$ cat src/rtl/pulse_seq_pkg.sv
// pulse_seq_pkg: shared types and default widths for the pulse sequencer.
//   state_t     - sequencer FSM states
//   DEF_*_W     - default widths for the address, length and overrun fields
package pulse_seq_pkg;

    localparam int DEF_ADDR_W = 14;
    localparam int DEF_CNT_W  = 16;
    localparam int DEF_OVR_W  = 16;

    typedef enum logic [2:0] {
        S_IDLE,
        S_LEAD,
        S_TX,
        S_LAG,
        S_RXW,
        S_DONE   // TX path finished, concurrent RX window still open
    } state_t;

endpackage

$ cat src/rtl/pulse_seq_ctr.sv
// pulse_seq_ctr: loadable down-counter with a zero flag.
//   clk, rstn  - clock, async active-low reset
//   load       - load load_val (wins over dec)
//   load_val   - value to load
//   dec        - decrement by one, stops at zero
//   zero       - counter currently reads zero
module pulse_seq_ctr
    import pulse_seq_pkg::*;
#(
    parameter int CNT_W = DEF_CNT_W
) (
    input  logic             clk,
    input  logic             rstn,
    input  logic             load,
    input  logic [CNT_W-1:0] load_val,
    input  logic             dec,
    output logic             zero
);

    logic [CNT_W-1:0] cnt;

    always_ff @(posedge clk or negedge rstn) begin
        if (!rstn)
            cnt <= '0;
        else if (load)
            cnt <= load_val;
        else if (dec && (cnt != '0))
            cnt <= cnt - 1'b1;
    end

    assign zero = (cnt == '0);

endmodule

$ cat src/rtl/pulse_seq.sv
// pulse_seq: TX/RX pulse sequencer. A trigger runs PA lead, TX address sweep,
// PA lag and an RX window (after the lag, or concurrent with TX).
//   clk, rstn                 - fabric clock, async active-low reset
//   en                        - enable; low aborts a running pulse
//   trig                      - trigger request
//   rx_mode                   - 0: RX after lag, 1: RX starts with first TX sample
//   txsmps/rxsmps             - TX waveform / RX window lengths
//   pa_lead/pa_lag            - PA guard cycles around TX
//   tx_addr/tx_valid          - DAC playback address and qualifier
//   pa_en, rx_valid, rx_first - PA enable, RX window, first RX cycle
//   busy                      - pulse in progress
//   overrun/overrun_clr       - saturating rejected-trigger count and its clear
module pulse_seq
    import pulse_seq_pkg::*;
#(
    parameter int ADDR_W = DEF_ADDR_W,
    parameter int CNT_W  = DEF_CNT_W,
    parameter int OVR_W  = DEF_OVR_W
) (
    input  logic              clk,
    input  logic              rstn,
    input  logic              en,
    input  logic              trig,
    input  logic              rx_mode,
    input  logic [ADDR_W-1:0] txsmps,
    input  logic [CNT_W-1:0]  rxsmps,
    input  logic [CNT_W-1:0]  pa_lead,
    input  logic [CNT_W-1:0]  pa_lag,
    output logic [ADDR_W-1:0] tx_addr,
    output logic              tx_valid,
    output logic              pa_en,
    output logic              rx_valid,
    output logic              rx_first,
    output logic              busy,
    output logic [OVR_W-1:0]  overrun,
    input  logic              overrun_clr
);

    state_t            state, state_nx;
    logic [ADDR_W-1:0] txs_q, tx_addr_nx, c_txs, tx_last;
    logic [CNT_W-1:0]  rxs_q, lag_q, c_rxs, c_lag;
    logic              mode_q, c_mode, idle, accept;
    logic              ll_load, ll_dec, ll_zero;
    logic              rx_load, rx_dec, rx_zero;
    logic [CNT_W-1:0]  ll_val, rx_val;
    logic              rx_run, rx_run_nx, rx_first_nx;
    logic              tx_start, tx_done, rx_cstart;

    assign idle   = (state == S_IDLE);
    assign accept = idle && en && trig;

    // In IDLE the decision for the accepting edge is taken from the live
    // inputs; once running, only the copies captured at acceptance are used.
    assign c_txs   = idle ? txsmps  : txs_q;
    assign c_rxs   = idle ? rxsmps  : rxs_q;
    assign c_lag   = idle ? pa_lag  : lag_q;
    assign c_mode  = idle ? rx_mode : mode_q;
    assign tx_last = c_txs - 1'b1;

    always_comb begin
        state_nx    = state;
        tx_addr_nx  = tx_addr;
        ll_load     = 1'b0;
        ll_val      = '0;
        ll_dec      = 1'b0;
        rx_load     = 1'b0;
        rx_val      = '0;
        rx_dec      = 1'b0;
        rx_run_nx   = rx_run;
        rx_first_nx = 1'b0;
        tx_start    = 1'b0;
        tx_done     = 1'b0;
        rx_cstart   = 1'b0;

        // Concurrent RX window runs alongside whatever the TX path is doing.
        if (rx_run) begin
            if (rx_zero) rx_run_nx = 1'b0;
            else         rx_dec    = 1'b1;
        end

        case (state)
            S_IDLE: if (accept) begin
                if (txsmps != '0) begin
                    if (pa_lead != '0) begin
                        state_nx = S_LEAD;
                        ll_load  = 1'b1;
                        ll_val   = pa_lead - 1'b1;
                    end else begin
                        tx_start = 1'b1;
                    end
                end else begin
                    // No waveform: the whole TX path, guards included, is skipped.
                    rx_cstart = c_mode;
                    tx_done   = 1'b1;
                end
            end
            S_LEAD: if (ll_zero) tx_start = 1'b1; else ll_dec = 1'b1;
            S_TX: begin
                if (tx_addr == tx_last) begin
                    if (c_lag != '0) begin
                        state_nx = S_LAG;
                        ll_load  = 1'b1;
                        ll_val   = c_lag - 1'b1;
                    end else begin
                        tx_done = 1'b1;
                    end
                end else begin
                    tx_addr_nx = tx_addr + 1'b1;
                end
            end
            S_LAG:  if (ll_zero) tx_done = 1'b1; else ll_dec = 1'b1;
            S_RXW:  if (rx_zero) state_nx = S_IDLE; else rx_dec = 1'b1;
            S_DONE: if (!rx_run_nx) state_nx = S_IDLE;
            default: state_nx = S_IDLE;
        endcase

        if (tx_start) begin
            state_nx   = S_TX;
            tx_addr_nx = '0;
            rx_cstart  = c_mode;
        end

        if (rx_cstart && (c_rxs != '0)) begin
            rx_load     = 1'b1;
            rx_val      = c_rxs - 1'b1;
            rx_run_nx   = 1'b1;
            rx_first_nx = 1'b1;
        end

        if (tx_done) begin
            if (c_mode) begin
                state_nx = rx_run_nx ? S_DONE : S_IDLE;
            end else if (c_rxs != '0) begin
                state_nx    = S_RXW;
                rx_load     = 1'b1;
                rx_val      = c_rxs - 1'b1;
                rx_first_nx = 1'b1;
            end else begin
                state_nx = S_IDLE;
            end
        end

        // Abort: drop everything; the pulse is never resumed.
        if (!en && !idle) begin
            state_nx    = S_IDLE;
            tx_addr_nx  = '0;
            rx_run_nx   = 1'b0;
            rx_first_nx = 1'b0;
            ll_load     = 1'b0;
            ll_dec      = 1'b0;
            rx_load     = 1'b0;
            rx_dec      = 1'b0;
        end
    end

    pulse_seq_ctr #(.CNT_W(CNT_W)) u_ll_ctr (
        .clk(clk), .rstn(rstn), .load(ll_load), .load_val(ll_val),
        .dec(ll_dec), .zero(ll_zero)
    );

    pulse_seq_ctr #(.CNT_W(CNT_W)) u_rx_ctr (
        .clk(clk), .rstn(rstn), .load(rx_load), .load_val(rx_val),
        .dec(rx_dec), .zero(rx_zero)
    );

    always_ff @(posedge clk or negedge rstn) begin
        if (!rstn) begin
            txs_q  <= '0;
            rxs_q  <= '0;
            lag_q  <= '0;
            mode_q <= 1'b0;
        end else if (accept) begin
            txs_q  <= txsmps;
            rxs_q  <= rxsmps;
            lag_q  <= pa_lag;
            mode_q <= rx_mode;
        end
    end

    // Outputs are registered from the next state so they line up with it.
    always_ff @(posedge clk or negedge rstn) begin
        if (!rstn) begin
            state    <= S_IDLE;
            tx_addr  <= '0;
            rx_run   <= 1'b0;
            tx_valid <= 1'b0;
            pa_en    <= 1'b0;
            rx_valid <= 1'b0;
            rx_first <= 1'b0;
            busy     <= 1'b0;
        end else begin
            state    <= state_nx;
            tx_addr  <= tx_addr_nx;
            rx_run   <= rx_run_nx;
            tx_valid <= (state_nx == S_TX);
            pa_en    <= (state_nx == S_LEAD) || (state_nx == S_TX) || (state_nx == S_LAG);
            rx_valid <= (state_nx == S_RXW) || rx_run_nx;
            rx_first <= rx_first_nx;
            busy     <= (state_nx != S_IDLE);
        end
    end

    // Only triggers that arrive while enabled and busy are counted.
    always_ff @(posedge clk or negedge rstn) begin
        if (!rstn)
            overrun <= '0;
        else if (overrun_clr)
            overrun <= '0;
        else if (trig && en && !idle && (overrun != '1))
            overrun <= overrun + 1'b1;
    end

endmodule

$ cat config.mk
export PLATFORM = sky130hd
export DESIGN_NAME = pulse_seq
export DESIGN_NICKNAME = d
export VERILOG_FILES = /design/src/rtl/pulse_seq_pkg.sv /design/src/rtl/pulse_seq_ctr.sv /design/src/rtl/pulse_seq.sv
export SDC_FILE = /design/constraint.sdc
export NUM_CORES = 1
export LEC_CHECK = 0
export CAP_MARGIN = 15
export CORE_MARGIN = 1
export CORE_UTILIZATION = 26
export CTS_CLUSTER_DIAMETER = 200
export DETAILED_ROUTE_END_ITERATION = 16
export GPL_TIMING_DRIVEN = 1
export MAX_ROUTING_LAYER = met4
export PLACE_DENSITY_LB_ADDON = 0.2
export SLEW_MARGIN = 25
export SYNTH_ARGS = -nofsm -noshare
export SYNTH_HDL_FRONTEND = slang
export SYNTH_SLANG_ARGS = --single-unit
$ cat constraint.sdc
create_clock -name clk -period 9.1 [get_ports clk]
set_input_delay 1.82 -clock clk [delete_from_list [all_inputs] [get_ports clk]]
set_output_delay 1.82 -clock clk [all_outputs]
set_load 0.05 [all_outputs]
==> run summary <==
Layout area overhead: 23.2%
Die height: 181 um
Area of the multi-input gates: 5080 um2
Outcome: completed
Top post-synthesis cells by area: dfrtp_1, nand2_1, xnor2_1
F_max: 189 MHz
Gates resized, CTS repair: 0
Initial DRC count: 531
RSZ-0062 raised after global routing: false
GRT Resource Usage Total: 15.8%
Comb power frac: 41.8%
Final Critical Period: 5.29 ns
Share of flip-flops with an asynchronous set or reset: 100%
Hold path start: txs_q[13]
Critical Path Most Common Cell: a31oi_1
Pwr dens: 263 nW/um2
Ports: 103
# Post-CTS Setup Buffers: 0
CP Max Fanout: 14
Worst Tran Pin Value: 0.962 ns
HPWL after DPL: 18.0 mm
Synthesized area per cell: 8.35 um2
Most common cell in the netlist: nand2_1
H-Tree Depth: 4
Library cells used by synthesis: 69
Yosys warning total: 0
Synthesized flop and latch total: 118
DRT antenna net count: 0
Worst path slowest cell: a211oi_2
Setup total negative slack: 0 ns
Initial antenna violation count: 0
Worst VDD drop: 0.140 mV
Hold Crit Class: reg -> reg
DRC Markers: 0
Reg2reg setup slack: 4.34 ns
Number of core rows: 65
Post-Synthesis Cell Area: 8350 um2
Critical Path Max Stage Delay: 0.82 ns
Crit start category: input port
Post-CTS Hold Buffers: 0
Clock Skew: 0.0162 ns
Final Setup Violations: 0
Root buf cell: clkbuf_16
Fin crit share: 58.1%
CTS tree: yes
Post-route setup slack: 3.81 ns
Filler cell count: 3,334
Average wire per standard cell: 16.4 um
Inserted Diodes: 0
CORE AREA: 31,600 um2
Share of cells above drive strength 1: 6.54%
Yosys top cell area share: 35.4%
Final Wtd Congestion: 0.824
Switching part of the total: 42.3%
First-pass GRT wire length: 39.8 mm
CTS max path bufs: 2
Global route overflow: 0
EDFF count, synth: 0
CP Class: in -> reg
Hold Path Depth: 2
Initial core utilization: 26.5%
Leakage: 4.33 nW
Pint: 1.56 mW
Die area: 32,800 um2
Slew margin rel.: 35.7%
Total routed wirelength: 24.6 mm
Total Nets Final: 1,164
Reg area: 2950 um2
CP Buf/Inv Count: 1
Primary FF master, synth: dfrtp_1
Clk pwr share: 24.5%
Die width: 181 um
Via count: 7,375
Sequential area share after synthesis: 35.4%
Crit-path cells: clkdlybuf4s50_1 > mux2i_1 > ha_1 > nor3b_1 > nand4_1 > a2111oi_4 > a31oi_1 > o21ba_2 > nor3_1 > a211oi_2 > a31oi_1 > o221a_1
Cell family with most CP delay: compound AO/OA/AOI/OAI gates
Max cap viols: 0
Vias per inst: 4.91
Crit Reg-Reg Startpoint: state[1]
Clock Latency Late Sink: 0.42 ns
CTS sink count: 118
WHS Endpoint: txs_q[13]
Cells after Synth: 1,000
Reg2Reg Depth: 13
CP arrival: 5.59 ns
Largest net degree at the start of global routing: 62
Clock Pin Slew Worst Setup and Hold Paths: 0.06 ns
Cts bufs inserted: 17
Final Hold Fails: 0
CP Capture Type: flip-flop
Syn_nets: 1,076
Number of global-route vias before repair: 7,322
Sw power: 1.15 mW
Worst slack, placed: 3.38 ns
Reg power frac: 33.8%
Max Slew Vio Count: 0
Synth top cells by count: nand2_1, dfrtp_1, nor2_1, xnor2_1, mux2i_1
DR pass1 iterations: 6
Critical path required time: 9.40 ns
Area leader, netlist: dfrtp_1
RR Endpoint: u_rx_ctr.cnt[10]
Port bufs: 102
[final cells by class]
| cell class | count | area share [%] |
|---|---|---|
| repair buffers | 111 | 10.6 |
| clock inverters | 15 | 1.41 |
| inverters | 23 | 0.840 |
| clock buffers | 17 | 4.14 |
| multi-input cells | 817 | 49.4 |
| well taps | 402 | 4.89 |
| flip-flops and latches | 118 | 28.7 |
[registers in the layout (all words and copies together) (netlist names), 3 cells and up]
| name | flops |
|---|---|
| rxs_q | 16 |
| tx_addr | 14 |
| u_rx_ctr.cnt | 16 |
| overrun | 16 |
| u_ll_ctr.cnt | 16 |
| lag_q | 16 |
| txs_q | 14 |
| state | 3 |
[power by group through the flow]
stage	Clock (mW)	Combinational [mW]	Sequential, mW
floorplan	0	0.875	0.880
global placement	0	1.13	0.918
detailed placement	0	1.14	0.920
CTS	0.685	1.14	0.913
global route	0.704	1.26	0.941
finish	0.662	1.13	0.914
[worst max-delay path by stage]
stage	start	slack, ns	end	cells past startpoint
after floorplan	state[0]	4.33	u_rx_ctr.cnt[8]	20
after global placement	rxsmps[0]	3.51	u_rx_ctr.cnt[10]	12
after detailed placement	rxsmps[0]	3.38	u_rx_ctr.cnt[10]	12
after CTS	rxsmps[0]	3.83	u_rx_ctr.cnt[10]	12
after global routing	rxsmps[0]	3.53	u_rx_ctr.cnt[10]	12
final	rxsmps[0]	3.81	u_rx_ctr.cnt[10]	12
[worst min-delay path, cell delays in order, from the launching register on]
cell and delay (ns):
dfrtp_1 0.34, nand2_1 0.05, nand2_1 0.05
[logic make-up after synthesis]
| logic type | after synthesis | share of synthesized area, % |
|---|---|---|
| simple gates | 498 | 28.1 |
| flops | 118 | 35.4 |
| compound gates | 133 | 11.7 |
| fa+ha+maj | 8 | 1.20 |
| xor+xnor | 116 | 12.2 |
| buf+inv | 65 | 3.93 |
| mux | 62 | 7.51 |
[metrics by stage]
step	instance area [um2]	cells	total power [mW]	hold slack, ns	util, %
final	10300	1503	2.71	0.472	32.6
after global routing	10300	1503	2.90	0.518	32.6
after CTS	10300	1503	2.74	0.476	32.6
after detailed placement	9710	1471	2.06	0.461	30.8
after global placement	9710	1471	2.05	0.457	30.8
after floorplan	8350	1000	1.76	0.445	-
[per-layer routing]
metal	part of all wire, %	GRT usage [%]	up-vias
li1	-	-	3677
met5	0	-	-
met4	0.99	3.63	0
met3	3.4	2.72	14
met2	46	24.8	132
met1	50	21.1	3552
[layout by cell type (no fill, tap or decap), types with 19 or more instances in the layout]
cell             count
nand2_1            211
dfrtp_1            118
clkdlybuf4s50_1    101
nor2_1              99
xnor2_1             70
mux2i_1             57
nor3_1              51
xor2_1              46
a21oi_1             36
inv_1               23
nand3_1             23
or3_1               19
nor4_1              19
No activity file was read; power rests on OpenSTA's default activity.
